--- src/rtl/wb_dbg_pkg.sv ---
// Shared state encoding and protocol byte constants for the UART-driven Wishbone debug master.
package wb_dbg_pkg;

   typedef enum logic [2:0] {StIdle, StAddr, StData, StBus, StResp} state_e;

   localparam logic [7:0] CMD_WR  = 8'h57;
   localparam logic [7:0] CMD_RD  = 8'h52;
   localparam logic [7:0] RSP_OK  = 8'h4B;
   localparam logic [7:0] RSP_ERR = 8'h45;

   // Byte idx of a word, MSB first (idx 0 is bits 31:24).
   function automatic logic [7:0] word_byte(input logic [31:0] w, input logic [1:0] idx);
      logic [7:0] b;
      unique case (idx)
         2'd0: b = w[31:24];
         2'd1: b = w[23:16];
         2'd2: b = w[15:8];
         2'd3: b = w[7:0];
      endcase
      return b;
   endfunction

endpackage

--- src/rtl/wb_dbg_master.sv ---
// UART byte-stream to Wishbone debug master: 'W' addr[4] data[4] / 'R' addr[4] commands.
// Define WB_DBG_TIMEOUT_EN to abort bus cycles that see no ack/err within TIMEOUT cycles.
module wb_dbg_master
   import wb_dbg_pkg::*;
#(
   parameter int unsigned TIMEOUT = 1024
) (
   input  logic        clk,
   input  logic        rst,
   input  logic [7:0]  rx_data,
   input  logic        rx_valid,
   output logic [7:0]  tx_data,
   output logic        tx_valid,
   input  logic        tx_ready,
   output logic [31:0] wb_adr_o,
   output logic [31:0] wb_dat_o,
   input  logic [31:0] wb_dat_i,
   output logic [3:0]  wb_sel_o,
   output logic        wb_we_o,
   output logic        wb_cyc_o,
   output logic        wb_stb_o,
   input  logic        wb_ack_i,
   input  logic        wb_err_i,
   output logic        busy
);

   state_e      state_q, state_d;
   logic [1:0]  cnt_q, cnt_d;
   logic [31:0] addr_q, addr_d;
   logic [31:0] data_q, data_d;
   logic [31:0] rdata_q, rdata_d;
   logic        cmd_we_q, cmd_we_d;
   logic        bus_q, bus_d;
   logic        multi_q, multi_d;
   logic [7:0]  tx_data_q, tx_data_d;
   logic        tx_valid_q, tx_valid_d;
   logic        busy_q, busy_d;
   logic        timeout;

`ifdef WB_DBG_TIMEOUT_EN
   localparam int unsigned TmoW = $clog2(TIMEOUT + 1);

   logic [TmoW-1:0] tmo_cnt_q, tmo_cnt_d;

   always_comb begin
      tmo_cnt_d = '0;
      if (bus_q) tmo_cnt_d = tmo_cnt_q + TmoW'(1);
   end

   assign timeout = bus_q && (tmo_cnt_q == TmoW'(TIMEOUT - 1));

   always_ff @(posedge clk) begin
      if (rst) tmo_cnt_q <= '0;
      else     tmo_cnt_q <= tmo_cnt_d;
   end
`else
   // TIMEOUT is accepted but has no effect: the bus waits indefinitely.
   assign timeout = (TIMEOUT == 0) & 1'b0;
`endif

   always_comb begin
      state_d    = state_q;
      cnt_d      = cnt_q;
      addr_d     = addr_q;
      data_d     = data_q;
      rdata_d    = rdata_q;
      cmd_we_d   = cmd_we_q;
      bus_d      = bus_q;
      multi_d    = multi_q;
      tx_data_d  = tx_data_q;
      tx_valid_d = tx_valid_q;

      unique case (state_q)
         StIdle: begin
            if (rx_valid && (rx_data == CMD_WR || rx_data == CMD_RD)) begin
               cmd_we_d = (rx_data == CMD_WR);
               state_d  = StAddr;
            end
         end
         StAddr: begin
            if (rx_valid) begin
               addr_d = {addr_q[23:0], rx_data};
               cnt_d  = cnt_q + 2'd1;
               if (cnt_q == 2'd3) begin
                  if (cmd_we_q) begin
                     state_d = StData;
                  end else begin
                     state_d = StBus;
                     bus_d   = 1'b1;
                  end
               end
            end
         end
         StData: begin
            if (rx_valid) begin
               data_d = {data_q[23:0], rx_data};
               cnt_d  = cnt_q + 2'd1;
               if (cnt_q == 2'd3) begin
                  state_d = StBus;
                  bus_d   = 1'b1;
               end
            end
         end
         StBus: begin
            if (wb_err_i || wb_ack_i || timeout) begin
               bus_d      = 1'b0;
               state_d    = StResp;
               tx_valid_d = 1'b1;
               cnt_d      = 2'd0;
               // err wins over a simultaneous ack; a bare timeout is also an error
               if (wb_err_i || !wb_ack_i) begin
                  tx_data_d = RSP_ERR;
                  multi_d   = 1'b0;
               end else if (cmd_we_q) begin
                  tx_data_d = RSP_OK;
                  multi_d   = 1'b0;
               end else begin
                  rdata_d   = wb_dat_i;
                  tx_data_d = wb_dat_i[31:24];
                  multi_d   = 1'b1;
               end
            end
         end
         StResp: begin
            if (tx_valid_q && tx_ready) begin
               if (multi_q && cnt_q != 2'd3) begin
                  cnt_d     = cnt_q + 2'd1;
                  tx_data_d = word_byte(rdata_q, cnt_q + 2'd1);
               end else begin
                  cnt_d      = 2'd0;
                  tx_valid_d = 1'b0;
                  state_d    = StIdle;
               end
            end
         end
         default: state_d = StIdle;
      endcase

      busy_d = (state_d != StIdle);
   end

   always_ff @(posedge clk) begin
      if (rst) begin
         state_q    <= StIdle;
         cnt_q      <= '0;
         addr_q     <= '0;
         data_q     <= '0;
         rdata_q    <= '0;
         cmd_we_q   <= 1'b0;
         bus_q      <= 1'b0;
         multi_q    <= 1'b0;
         tx_data_q  <= '0;
         tx_valid_q <= 1'b0;
         busy_q     <= 1'b0;
      end else begin
         state_q    <= state_d;
         cnt_q      <= cnt_d;
         addr_q     <= addr_d;
         data_q     <= data_d;
         rdata_q    <= rdata_d;
         cmd_we_q   <= cmd_we_d;
         bus_q      <= bus_d;
         multi_q    <= multi_d;
         tx_data_q  <= tx_data_d;
         tx_valid_q <= tx_valid_d;
         busy_q     <= busy_d;
      end
   end

   assign wb_adr_o = {addr_q[31:2], 2'b00};
   assign wb_dat_o = data_q;
   assign wb_sel_o = {4{bus_q}};
   assign wb_we_o  = bus_q & cmd_we_q;
   assign wb_cyc_o = bus_q;
   assign wb_stb_o = bus_q;
   assign tx_data  = tx_data_q;
   assign tx_valid = tx_valid_q;
   assign busy     = busy_q;

endmodule

--- config.mk ---
export PLATFORM = sky130hd
export DESIGN_NAME = wb_dbg_master
export DESIGN_NICKNAME = d
export VERILOG_FILES = /design/src/rtl/wb_dbg_pkg.sv /design/src/rtl/wb_dbg_master.sv
export SDC_FILE = /design/constraint.sdc
export NUM_CORES = 1
export LEC_CHECK = 0
export ABC_AREA = 1
export CELL_PAD_IN_SITES_DETAIL_PLACEMENT = 2
export CELL_PAD_IN_SITES_GLOBAL_PLACEMENT = 2
export CORE_ASPECT_RATIO = 1.25
export CORE_MARGIN = 2
export CORE_UTILIZATION = 27
export DETAILED_ROUTE_END_ITERATION = 6
export PLACE_DENSITY_LB_ADDON = 0.3
export SLEW_MARGIN = 20
export SYNTH_ARGS = -nofsm -noshare
export SYNTH_HDL_FRONTEND = slang
export SYNTH_SLANG_ARGS = --single-unit
--- constraint.sdc ---
create_clock -name clk -period 2 [get_ports clk]
set_clock_uncertainty 0.1 [all_clocks]
set_input_delay 0.4 -clock clk [delete_from_list [all_inputs] [get_ports clk]]
set_output_delay 0.4 -clock clk [all_outputs]
set_load 0.05 [all_outputs]
==> results.py <==
metrics = {
    "power": {
        "leakagePower_nw": 3.19,
        "pwr_density_cell_nw_per_um2": 826,
        "power_w": 0.00556,
        "vdd_drop_max_mv": 0.388,
    },
    "cells_and_area": {
        "drive_gt1_frac": 0.171,
        "multi_input_area_um2": 2170,
        "antenna_cells": 0,
        "fin_nets": 850,
        "seq_area_um2": 2280,
        "design_area_um2": 6730,
        "fillers": 2096,
        "area_growth_pct": 33.2,
    },
    "placement": {
        "placed_area_um2": 6150,
        "pre_cts_slack_ns": -0.136,
        "place_congestion": 0.801,
        "io_buffers": 124,
        "dp_hpwl_um": 12200,
    },
    "setup_path": {
        "worst_setup_path_start_kind": "flip-flop",
        "crit_slowest_cell": "dlygate4sd2_1",
        "worstSetupPathType": "reg2out",
        "path_max_fanout": 2,
        "end_kind": "primary output",
        "cp_cell_sequence": "dlygate4sd2_1",
        "cp.arrival_ns": 1.31,
        "critPathTopFamily": "buffers and inverters",
        "cp.required_ns": 1.50,
        "crit_buf_inv": 1,
        "slowest_delay_ns": 0.55,
    },
    "clock_network": {
        "clockRootBuffer": "clkbuf_16",
        "cts_made_buffers": 17,
        "insertion_delay_ns": 0.42,
        "cts_tree": "built",
        "cts.clk_slew.worst_paths_ns": 0.06,
        "clockBufferDepth": 2,
        "ctsHoldBuffers": 0,
        "cts.sinks": 114,
        "htreeDepth": 4,
    },
    "timing": {
        "slew_viol_final": 0,
        "fin_tns_setup_ns": 0,
        "period_needed_ns": 1.81,
        "hold_slack_ns": 0.377,
        "rsz0062_at_grt": "no",
        "max_freq_ghz": 0.553,
        "worst_slack_ns": 0.192,
        "finalHoldViolations": 0,
        "fin_crit_sh": 0.904,
        "slew_headroom": 0.652,
        "worst_slew_pin_slew_ns": 0.521,
        "setup_viol": 0,
    },
    "detailed_routing": {
        "drtPass1Iterations": 4,
        "wl_met2_um": 8770,
        "dr_wl_met3_um": 704,
        "via_per_inst": 4.64,
        "vias": 4823,
        "drt_wl_total_um": 16700,
        "top_layer_used": "met4",
        "drc_errors": 0,
        "postRouteAntennaNets": 0,
        "met1_length_um": 6790,
        "wl_per_cell_um": 16.1,
        "drt_iter0_drc": 162,
    },
    "logic_synthesis": {
        "synth_top_cell_by_area": "dfxtp_1",
        "synth_common_cells": "nor2_1, dfxtp_1, o21ai_0",
        "synth_area_leaders": "dfxtp_1, nor2_1, o21ai_0",
        "netlist_area_um2": 5050,
        "synth_enable_flop_cells": 0,
        "synth_seq_cells": 114,
        "post-synth-top-count-cell": "nor2_1",
        "ys_types": 27,
        "synth-main-ff-cell": "dfxtp_1",
        "synth_top_area_share": 0.452,
        "synth-async-reset-ratio": 0,
        "synthCells": 709,
        "yosys_warnings": 0,
        "syn_area_per_cell_um2": 7.13,
        "seq_area_frac_synth": 0.452,
    },
    "grt": {
        "grt_util_all_layers": 0.176,
        "grt_pass1_wl_um": 27700,
        "grt_overflow_total": 0,
        "grt_pass1_vias": 5349,
        "grt_antenna_before_repair": 0,
        "grt_max_degree": 47,
    },
    "run_status": {
        "status": "complete, no violations",
    },
    "floorplan": {
        "die_h_um": 157,
        "ios": 127,
        "rows": 55,
        "die_w_um": 126,
        "core-area_um2": 18200,
        "die_area_um2": 19800,
        "start_util": 0.277,
    },
    "run": {
        "maxCapViolations": 0,
    },
    "min_path": {
        "min_path_type": "reg2reg",
    },
}
[routing by layer]
| layer | vias up | GRT usage |
|---|---|---|
| met5 | - | 0 |
| met4 | 0 | 0.0748 |
| met3 | 23 | 0.0479 |
| met2 | 93 | 0.323 |
| met1 | 2317 | 0.190 |
| li1 | 2390 | - |
[cells by family after synthesis]
group,count (synthesis),synth area share
and+or+nand+nor,354,0.287
buffers and inverters,108,0.121
adders and majority gates,5,0.0124
DFF,114,0.452
other,1,0.000742
AOI/OAI and AO/OA,127,0.127
[worst paths after layout]
check / from / endpoint / slack, ns / depth (start not counted)
setup / recovery: addr_q[30] / wb_adr_o[30] / 0.19 / 1
hold / removal: rdata_q[31] / rdata_q[31] / 0.38 / 2
setup reg to reg: cnt_q[0] / tx_data[2] / 0.22 / 8
hold reg to reg: rdata_q[31] / rdata_q[31] / 0.38 / 2
[through the flow]
step	std cells	utilization
3_5_place_dp	1008	0.337
4_1_cts	1040	0.369
3_3_place_gp	1008	0.337
2_1_floorplan	710	-
6_report	1040	0.369
5_1_grt	1040	0.369
[state kept, by name (all words and copies together), names as in the netlist, 2 cells and up]
name / flops
tx_data: 8
state_q: 3
addr_q: 32
cnt_q: 2
rdata_q: 32
wb_dat_o: 32
[cell usage in the layout (no fill, tap or decap), types with 2 or more instances in the layout]
cell	count
buf_4	82
dfxtp_1	114
nand2_1	92
inv_1	29
a21oi_1	24
nor2_8	2
bufinv_16	2
nor2_2	4
buf_12	6
ha_1	4
clkdlybuf4s50_1	45
clkinvlp_4	4
inv_6	5
o21ai_0	100
nand3_1	23
inv_2	5
clkinv_2	2
nor3_1	3
nor2_1	222
dlygate4sd2_1	10
o211ai_1	2
conb_1	2
clkbuf_16	17
nand2_2	3
[cell type report]
type                            count  area share
Tap cell                          228      0.0424
Inverter                           35      0.0195
Timing Repair Buffer              143       0.189
Clock inverter                     14      0.0227
Multi-Input combinational cell    488       0.322
Sequential cell                   114       0.339
Clock buffer                       18      0.0652
[what timing repair did]
item | 4_1_cts | 5_1_grt
endpoints found under the hold margin | 0 | 0
buffers inserted | 0 | 0
endpoints found under the setup margin | 10 | 1
gates resized for setup | 10 | 1
[power breakdown]
group	switching (W)	leakage (nW)	internal, W	total, W
Combinational	0.000119	1.99	0.000115	0.000234
Clock	0.00118	0.280	0.00188	0.00306
Sequential	0.00000206	0.918	0.00227	0.00228
(Power assumes the default switching activity.)
